<file path="config.mk">
export PLATFORM = sky130hd
export DESIGN_NAME = dt_bin2bcd_converter
export DESIGN_NICKNAME = d
export VERILOG_FILES = /design/src/rtl/dt_bin2bcd_converter.sv
export SDC_FILE = /design/constraint.sdc
export NUM_CORES = 1
export LEC_CHECK = 0
export CAP_MARGIN = 30
export CELL_PAD_IN_SITES_DETAIL_PLACEMENT = 1
export CELL_PAD_IN_SITES_GLOBAL_PLACEMENT = 1
export CORE_MARGIN = 8
export CORE_UTILIZATION = 40
export DETAILED_ROUTE_END_ITERATION = 8
export GPL_TIMING_DRIVEN = 0
export PLACE_DENSITY_LB_ADDON = 0.1
export SETUP_SLACK_MARGIN = 0.5
export SLEW_MARGIN = 30
export SYNTH_ARGS = -nofsm -noshare
export SYNTH_HDL_FRONTEND = slang
export SYNTH_SLANG_ARGS = --single-unit
</file>
<file path="constraint.sdc">
create_clock -name clk -period 4.18 [get_ports clk]
set_input_delay 0.627 -clock clk [delete_from_list [all_inputs] [get_ports clk]]
set_output_delay 0.627 -clock clk [all_outputs]
set_load 0.1 [all_outputs]
</file>
<file path="src/rtl/dt_bin2bcd_converter.sv">
// Sequential 32-bit binary (signed/unsigned) to 8-digit packed BCD converter using shift-add-3.
// Optional build macro BIN2BCD_SATURATE_EN: on overflow bcd_out saturates to 32'h99999999.
module dt_bin2bcd_converter #(
    parameter logic [7:0] NEG_CODE = 8'h01,
    parameter logic [7:0] POS_CODE = 8'h00
) (
    input  logic        clk,
    input  logic        reset,
    input  logic        start,
    input  logic        signed_mode,
    input  logic [31:0] bin_in,
    output logic        busy,
    output logic        done,
    output logic [31:0] bcd_out,
    output logic [7:0]  sign_out,
    output logic        overflow
);

    typedef enum logic [1:0] {
        ST_IDLE  = 2'd0,
        ST_SHIFT = 2'd1,
        ST_DONE  = 2'd2
    } state_t;

    function automatic logic [39:0] add3_digits(input logic [39:0] acc);
        logic [39:0] res;
        res = acc;
        for (int i = 0; i < 10; i++) begin
            if (acc[4*i +: 4] >= 4'd5) begin
                res[4*i +: 4] = acc[4*i +: 4] + 4'd3;
            end else begin
                res[4*i +: 4] = acc[4*i +: 4];
            end
        end
        return res;
    endfunction

    state_t      state_q, state_d;
    logic        busy_q, busy_d;
    logic        done_q, done_d;
    logic [31:0] mag_q, mag_d;
    logic [39:0] acc_q, acc_d;
    logic [4:0]  cnt_q, cnt_d;
    logic        neg_q, neg_d;
    logic [31:0] bcd_q, bcd_d;
    logic [7:0]  sign_q, sign_d;
    logic        ovf_q, ovf_d;

    logic        load_s;
    logic        last_s;
    logic        neg_in_s;
    logic [31:0] mag_in_s;
    logic [39:0] acc_adj_s;
    logic [39:0] acc_next_s;
    logic [31:0] mag_next_s;

    // State and handshake register
    always_ff @(posedge clk or negedge reset) begin
        if (!reset) begin
            state_q <= ST_IDLE;
            busy_q  <= 1'b0;
            done_q  <= 1'b0;
        end else begin
            state_q <= state_d;
            busy_q  <= busy_d;
            done_q  <= done_d;
        end
    end

    // Next-state logic
    always_comb begin
        state_d = state_q;
        case (state_q)
            ST_IDLE: begin
                if (start) state_d = ST_SHIFT;
                else       state_d = ST_IDLE;
            end
            ST_SHIFT: begin
                if (cnt_q == 5'd0) state_d = ST_DONE;
                else               state_d = ST_SHIFT;
            end
            ST_DONE: state_d = ST_IDLE;
            default: state_d = ST_IDLE;
        endcase
    end

    // Handshake outputs are registered copies of the upcoming state
    always_comb begin
        busy_d = 1'b0;
        done_d = 1'b0;
        case (state_d)
            ST_SHIFT: busy_d = 1'b1;
            ST_DONE:  done_d = 1'b1;
            default: begin
                busy_d = 1'b0;
                done_d = 1'b0;
            end
        endcase
    end

    // Datapath: operand capture, one add-3/shift step per cycle, result update on the last step
    always_comb begin
        load_s     = (state_q == ST_IDLE) && start;
        last_s     = (state_q == ST_SHIFT) && (cnt_q == 5'd0);
        neg_in_s   = signed_mode & bin_in[31];
        mag_in_s   = neg_in_s ? (~bin_in + 32'd1) : bin_in;
        acc_adj_s  = add3_digits(acc_q);
        acc_next_s = {acc_adj_s[38:0], mag_q[31]};
        mag_next_s = {mag_q[30:0], 1'b0};

        mag_d  = mag_q;
        acc_d  = acc_q;
        cnt_d  = cnt_q;
        neg_d  = neg_q;
        bcd_d  = bcd_q;
        sign_d = sign_q;
        ovf_d  = ovf_q;

        if (load_s) begin
            mag_d = mag_in_s;
            acc_d = 40'd0;
            cnt_d = 5'd31;
            neg_d = neg_in_s;
        end else if (state_q == ST_SHIFT) begin
            mag_d = mag_next_s;
            acc_d = acc_next_s;
            cnt_d = (cnt_q == 5'd0) ? 5'd0 : (cnt_q - 5'd1);
        end else begin
            mag_d = mag_q;
            acc_d = acc_q;
        end

        if (last_s) begin
            ovf_d  = (acc_next_s[39:32] != 8'd0);
            sign_d = neg_q ? NEG_CODE : POS_CODE;
`ifdef BIN2BCD_SATURATE_EN
            bcd_d  = ovf_d ? 32'h9999_9999 : acc_next_s[31:0];
`else
            bcd_d  = acc_next_s[31:0];
`endif
        end else begin
            bcd_d = bcd_q;
        end
    end

    // Datapath and result registers
    always_ff @(posedge clk or negedge reset) begin
        if (!reset) begin
            mag_q  <= 32'd0;
            acc_q  <= 40'd0;
            cnt_q  <= 5'd0;
            neg_q  <= 1'b0;
            bcd_q  <= 32'd0;
            sign_q <= POS_CODE;
            ovf_q  <= 1'b0;
        end else begin
            mag_q  <= mag_d;
            acc_q  <= acc_d;
            cnt_q  <= cnt_d;
            neg_q  <= neg_d;
            bcd_q  <= bcd_d;
            sign_q <= sign_d;
            ovf_q  <= ovf_d;
        end
    end

    assign busy     = busy_q;
    assign done     = done_q;
    assign bcd_out  = bcd_q;
    assign sign_out = sign_q;
    assign overflow = ovf_q;

endmodule
</file>
==> summary.md <==
| Metric | Value |
|---|---|
| Post-Syn Area per Cell | 9.539 um2 |
| Adder-cell share of the synthesized area | 4.488% |
| Clk_lat worst skew | 0.42 ns |
| Top-area cell type share of the netlist area | 47.33% |
| Setup WS post-layout | 1.505 ns |
| Unrepaired setup endpoints after global routing | no |
| Cell Chain, Critical Path | clkbuf_1, nor2_1, nand2_1, clkbuf_1, o31a_1 |
| Hold Fails Final Rpt | 0 |
| WL/cell | 19.49 um |
| Nets | 798 |
| FP Rows | 45 |
| Worst EP arrival | 2.99 ns |
| Core area | 0.01509 mm2 |
| Vias per Instance | 5.550 |
| Post-synthesis simple-gate area fraction | 14.34% |
| Setup_tns | 0 ns |
| Die area | 0.01955 mm2 |
| Pre-CTS WS | 1.163 ns |
| Post-synthesis compound-gate area fraction | 20.64% |
| Synth warnings | 0 |
| DRT iter0 DRCs | 198 |
| Largest family of logic cells by synthesized area | compound AO/OA/AOI/OAI gates |
| Fillers | 1743 |
| Slew margin rel. | 34.31% |
| Synth area leaders | dfrtp_1 47%, o21ai_0 6.3%, xnor2_1 5.0% |
| CP startpoint kind | register |
| First-pass GRT wire length | 30.20 mm |
| Fmax | 373.8 MHz |
| Placed Cells | 909 |
| CP Capture Type | register |
| Via count | 5211 |
| Max-Cap Viols | 0 |
| Post-CTS setup repair buffer count | 0 |
| Clock Tree Root | clkbuf_16 |
| Gr ovfl total | 0 |
| Number of synthesized flops with an enable pin | 0 |
| Ant diodes | 0 |
| Endpoints failing setup | 0 |
| Async SR Flop Fraction | 100.0% |
| Total wire length | 18.30 mm |
| Leading area contributor after synthesis | dfrtp_1 |
| CP required | 4.49 ns |
| DP HPWL | 13.49 mm |
| Pwr Density | 820.5 mW/mm2 |
| Total GRT Usage | 19.43% |
| DRC | 0 |
| CP max-delay cell | nor2_1 |
| Initial antenna violation count | 0 |
| Die width | 139.8 um |
| Syn-to-layout area delta | 24.97% |
| Clk_skew | 0.01333 ns |
| Multiplexer share of the synthesized area | 1.836% |
| Unique cell type count in the Yosys netlist | 51 |
| Clock Tree Buf Depth | 2 |
| XOR/XNOR Fraction of Synth Area | 6.426% |
| Mapped cell area | 0.006133 mm2 |
| Status | complete, no violations |
| Layout Cells excl Fill | 939 |
| Routability congestion estimate | 0.8653 |
| Max IR drop VDD | 0.0003401 V |
| Input/output buffers | 71 |
| DR pass1 iterations | 6 |
| Mapped Cells | 643 |
| Max-slew violations | 0 |
| Cell mode on critical path | clkbuf_1 |
| Critical Setup Path Class | reg2reg |
| Tcrit/Tclk final | 63.99% |
| Clock tree from TritonCTS | yes |
| Layout cells sized above 1 | 7.590% |
| CP max FO | 10 |
| Clock H-tree levels | 4 |
| Post-route ant nets | 0 |
| Clock sinks | 116 |
| Crit path time final | 2.675 ns |
| Slew of the pin with the lowest slew margin | 0.9823 ns |
| Largest net degree at the start of global routing | 80 |
| Cts hold-fix bufs | 0 |
| Static leakage | 3.284 nW |
| Sequential share of the synthesized area | 47.33% |
| Effective utilization at floorplan | 40.65% |
| Post-synthesis register bit count | 116 |
| CP peak stage delay | 0.67 ns |
| CTS buffer count | 17 |
| Final core occ | 50.80% |
| Vias in the first global route | 5734 |
| Top_reg_cell synth | dfrtp_1 |
| I/O pin count | 79 |
| Hold crit path type | in2async |
| Die H | 139.8 um |
| Post-CTS resize count | 0 |
| CTS clk-pin slew, worst paths | 0.06 ns |
worst max-delay path, delay by kind of cell, from the launching register on:
kind,cells,cell delay (ns)
AND/OR/NAND/NOR,2,1.19
buffers and inverters,2,0.62
flip-flops,1,0.36
AO/OA/AOI/OAI,1,0.38
sequential cells by signal, summed over array words and instances, names as in the netlist, 2 cells and up:
name	flops
bcd_out	32
cnt_q	5
mag_q	32
acc_q	40
state_q	2
layout make-up:
class / count / area, um2 / area share, %
clock buffers: 25 / 505.5 / 6.595
multi-input cells: 463 / 2954 / 38.54
inverters: 30 / 112.6 / 1.469
well taps: 188 / 235.2 / 3.069
flip-flops and latches: 116 / 2903 / 37.87
clock inverters: 5 / 25.02 / 0.3265
repair buffers: 72 / 743.2 / 9.696
plain buffers: 40 / 186.4 / 2.432
stage by stage:
| stage | power [mW] | hold WS (ns) | cell area [um2] |
|---|---|---|---|
| after floorplan | 4.126 | 0.3314 | 6156 |
| after global placement | 4.833 | 0.4578 | 7102 |
| after detailed placement | 5.007 | 0.4660 | 7134 |
| after CTS | 6.345 | 0.08623 | 7665 |
| after global routing | 6.708 | 0.1029 | 7665 |
| final | 6.289 | 0.09381 | 7665 |
Yosys cell counts, types with 4 or more instances:
library cell and n:
a21o_1 6, a21oi_1 40, a22o_1 6, a22oi_1 22
a31oi_1 15, a32o_1 8, buf_1 4, buf_4 7
clkbuf_1 26, dfrtp_1 116, ha_1 22, inv_1 29
mux2_2 10, nand2_1 67, nand2b_1 12, nand3_1 11
nor2_1 30, nor3_1 18, nor3b_1 13, o21ai_0 77
o22a_1 4, o22ai_1 7, o31ai_1 12, xnor2_1 35
xor2_1 10
power by group:
part	total [mW]	internal [mW]	switching (mW)	leakage, nW
Sequential	1.95	1.59	0.363	1.43
Clock	1.30	0.822	0.483	0.269
Combinational	3.03	1.02	2.01	1.59
Total	6.29	3.44	2.85	3.28
worst paths after layout:
check / slack, ns / cells after the start / start / endpoint
max: 1.51 / 5 / state_q[1] / overflow
min: 0.09 / 1 / reset / bcd_out[18]
max reg2reg: 1.51 / 5 / state_q[1] / overflow
min reg2reg: 0.48 / 2 / bcd_out[17] / bcd_out[17]
max in group asynchronous: 3.40 / 2 / reset / mag_q[30]
min in group clk: 0.48 / 2 / bcd_out[17] / bcd_out[17]
cell usage in the layout, fill, tap and decap left out, types with 5 or more instances in the layout:
cell type / netlist / routed
clkdlybuf4s50_1: 0 / 70
mux2_2: 10 / 10
nor3_1: 18 / 18
nand2_1: 67 / 67
nor2_1: 30 / 30
o21ai_0: 77 / 77
clkinv_2: 0 / 5
nor3b_1: 13 / 13
inv_1: 29 / 29
a21oi_1: 40 / 40
ha_1: 22 / 22
xor2_1: 10 / 10
a22oi_1: 22 / 22
conb_1: 1 / 7
nand3_1: 11 / 11
nand2b_1: 12 / 12
clkbuf_16: 0 / 17
xnor2_1: 35 / 35
a21o_1: 6 / 6
o31ai_1: 12 / 12
clkbuf_1: 26 / 29
buf_4: 7 / 7
dfrtp_1: 116 / 116
a22o_1: 6 / 6
a31oi_1: 15 / 15
o22ai_1: 7 / 7
a32o_1: 8 / 8
clkbuf_8: 0 / 5
cells by family (layout without fill, tap and decap cells):
family,after synthesis,count (layout)
adders and majority gates,22,22
AOI/OAI and AO/OA,206,206
muxes,10,10
buffers and inverters,70,172
xor gates and xnor gates,45,45
other,1,7
DFF,116,116
and+or+nand+nor,173,173
layer usage:
| layer | vias up | part of all wire [%] | GRT usage (%) |
|---|---|---|---|
| met2 | 115 | 49 | 33.00 |
| met5 | - | 0 | 0 |
| met1 | 2592 | 44 | 22.72 |
| li1 | 2470 | - | - |
| met4 | 0 | 3.0 | 9.600 |
| met3 | 34 | 3.8 | 4.446 |
(Power assumes the default switching activity.)
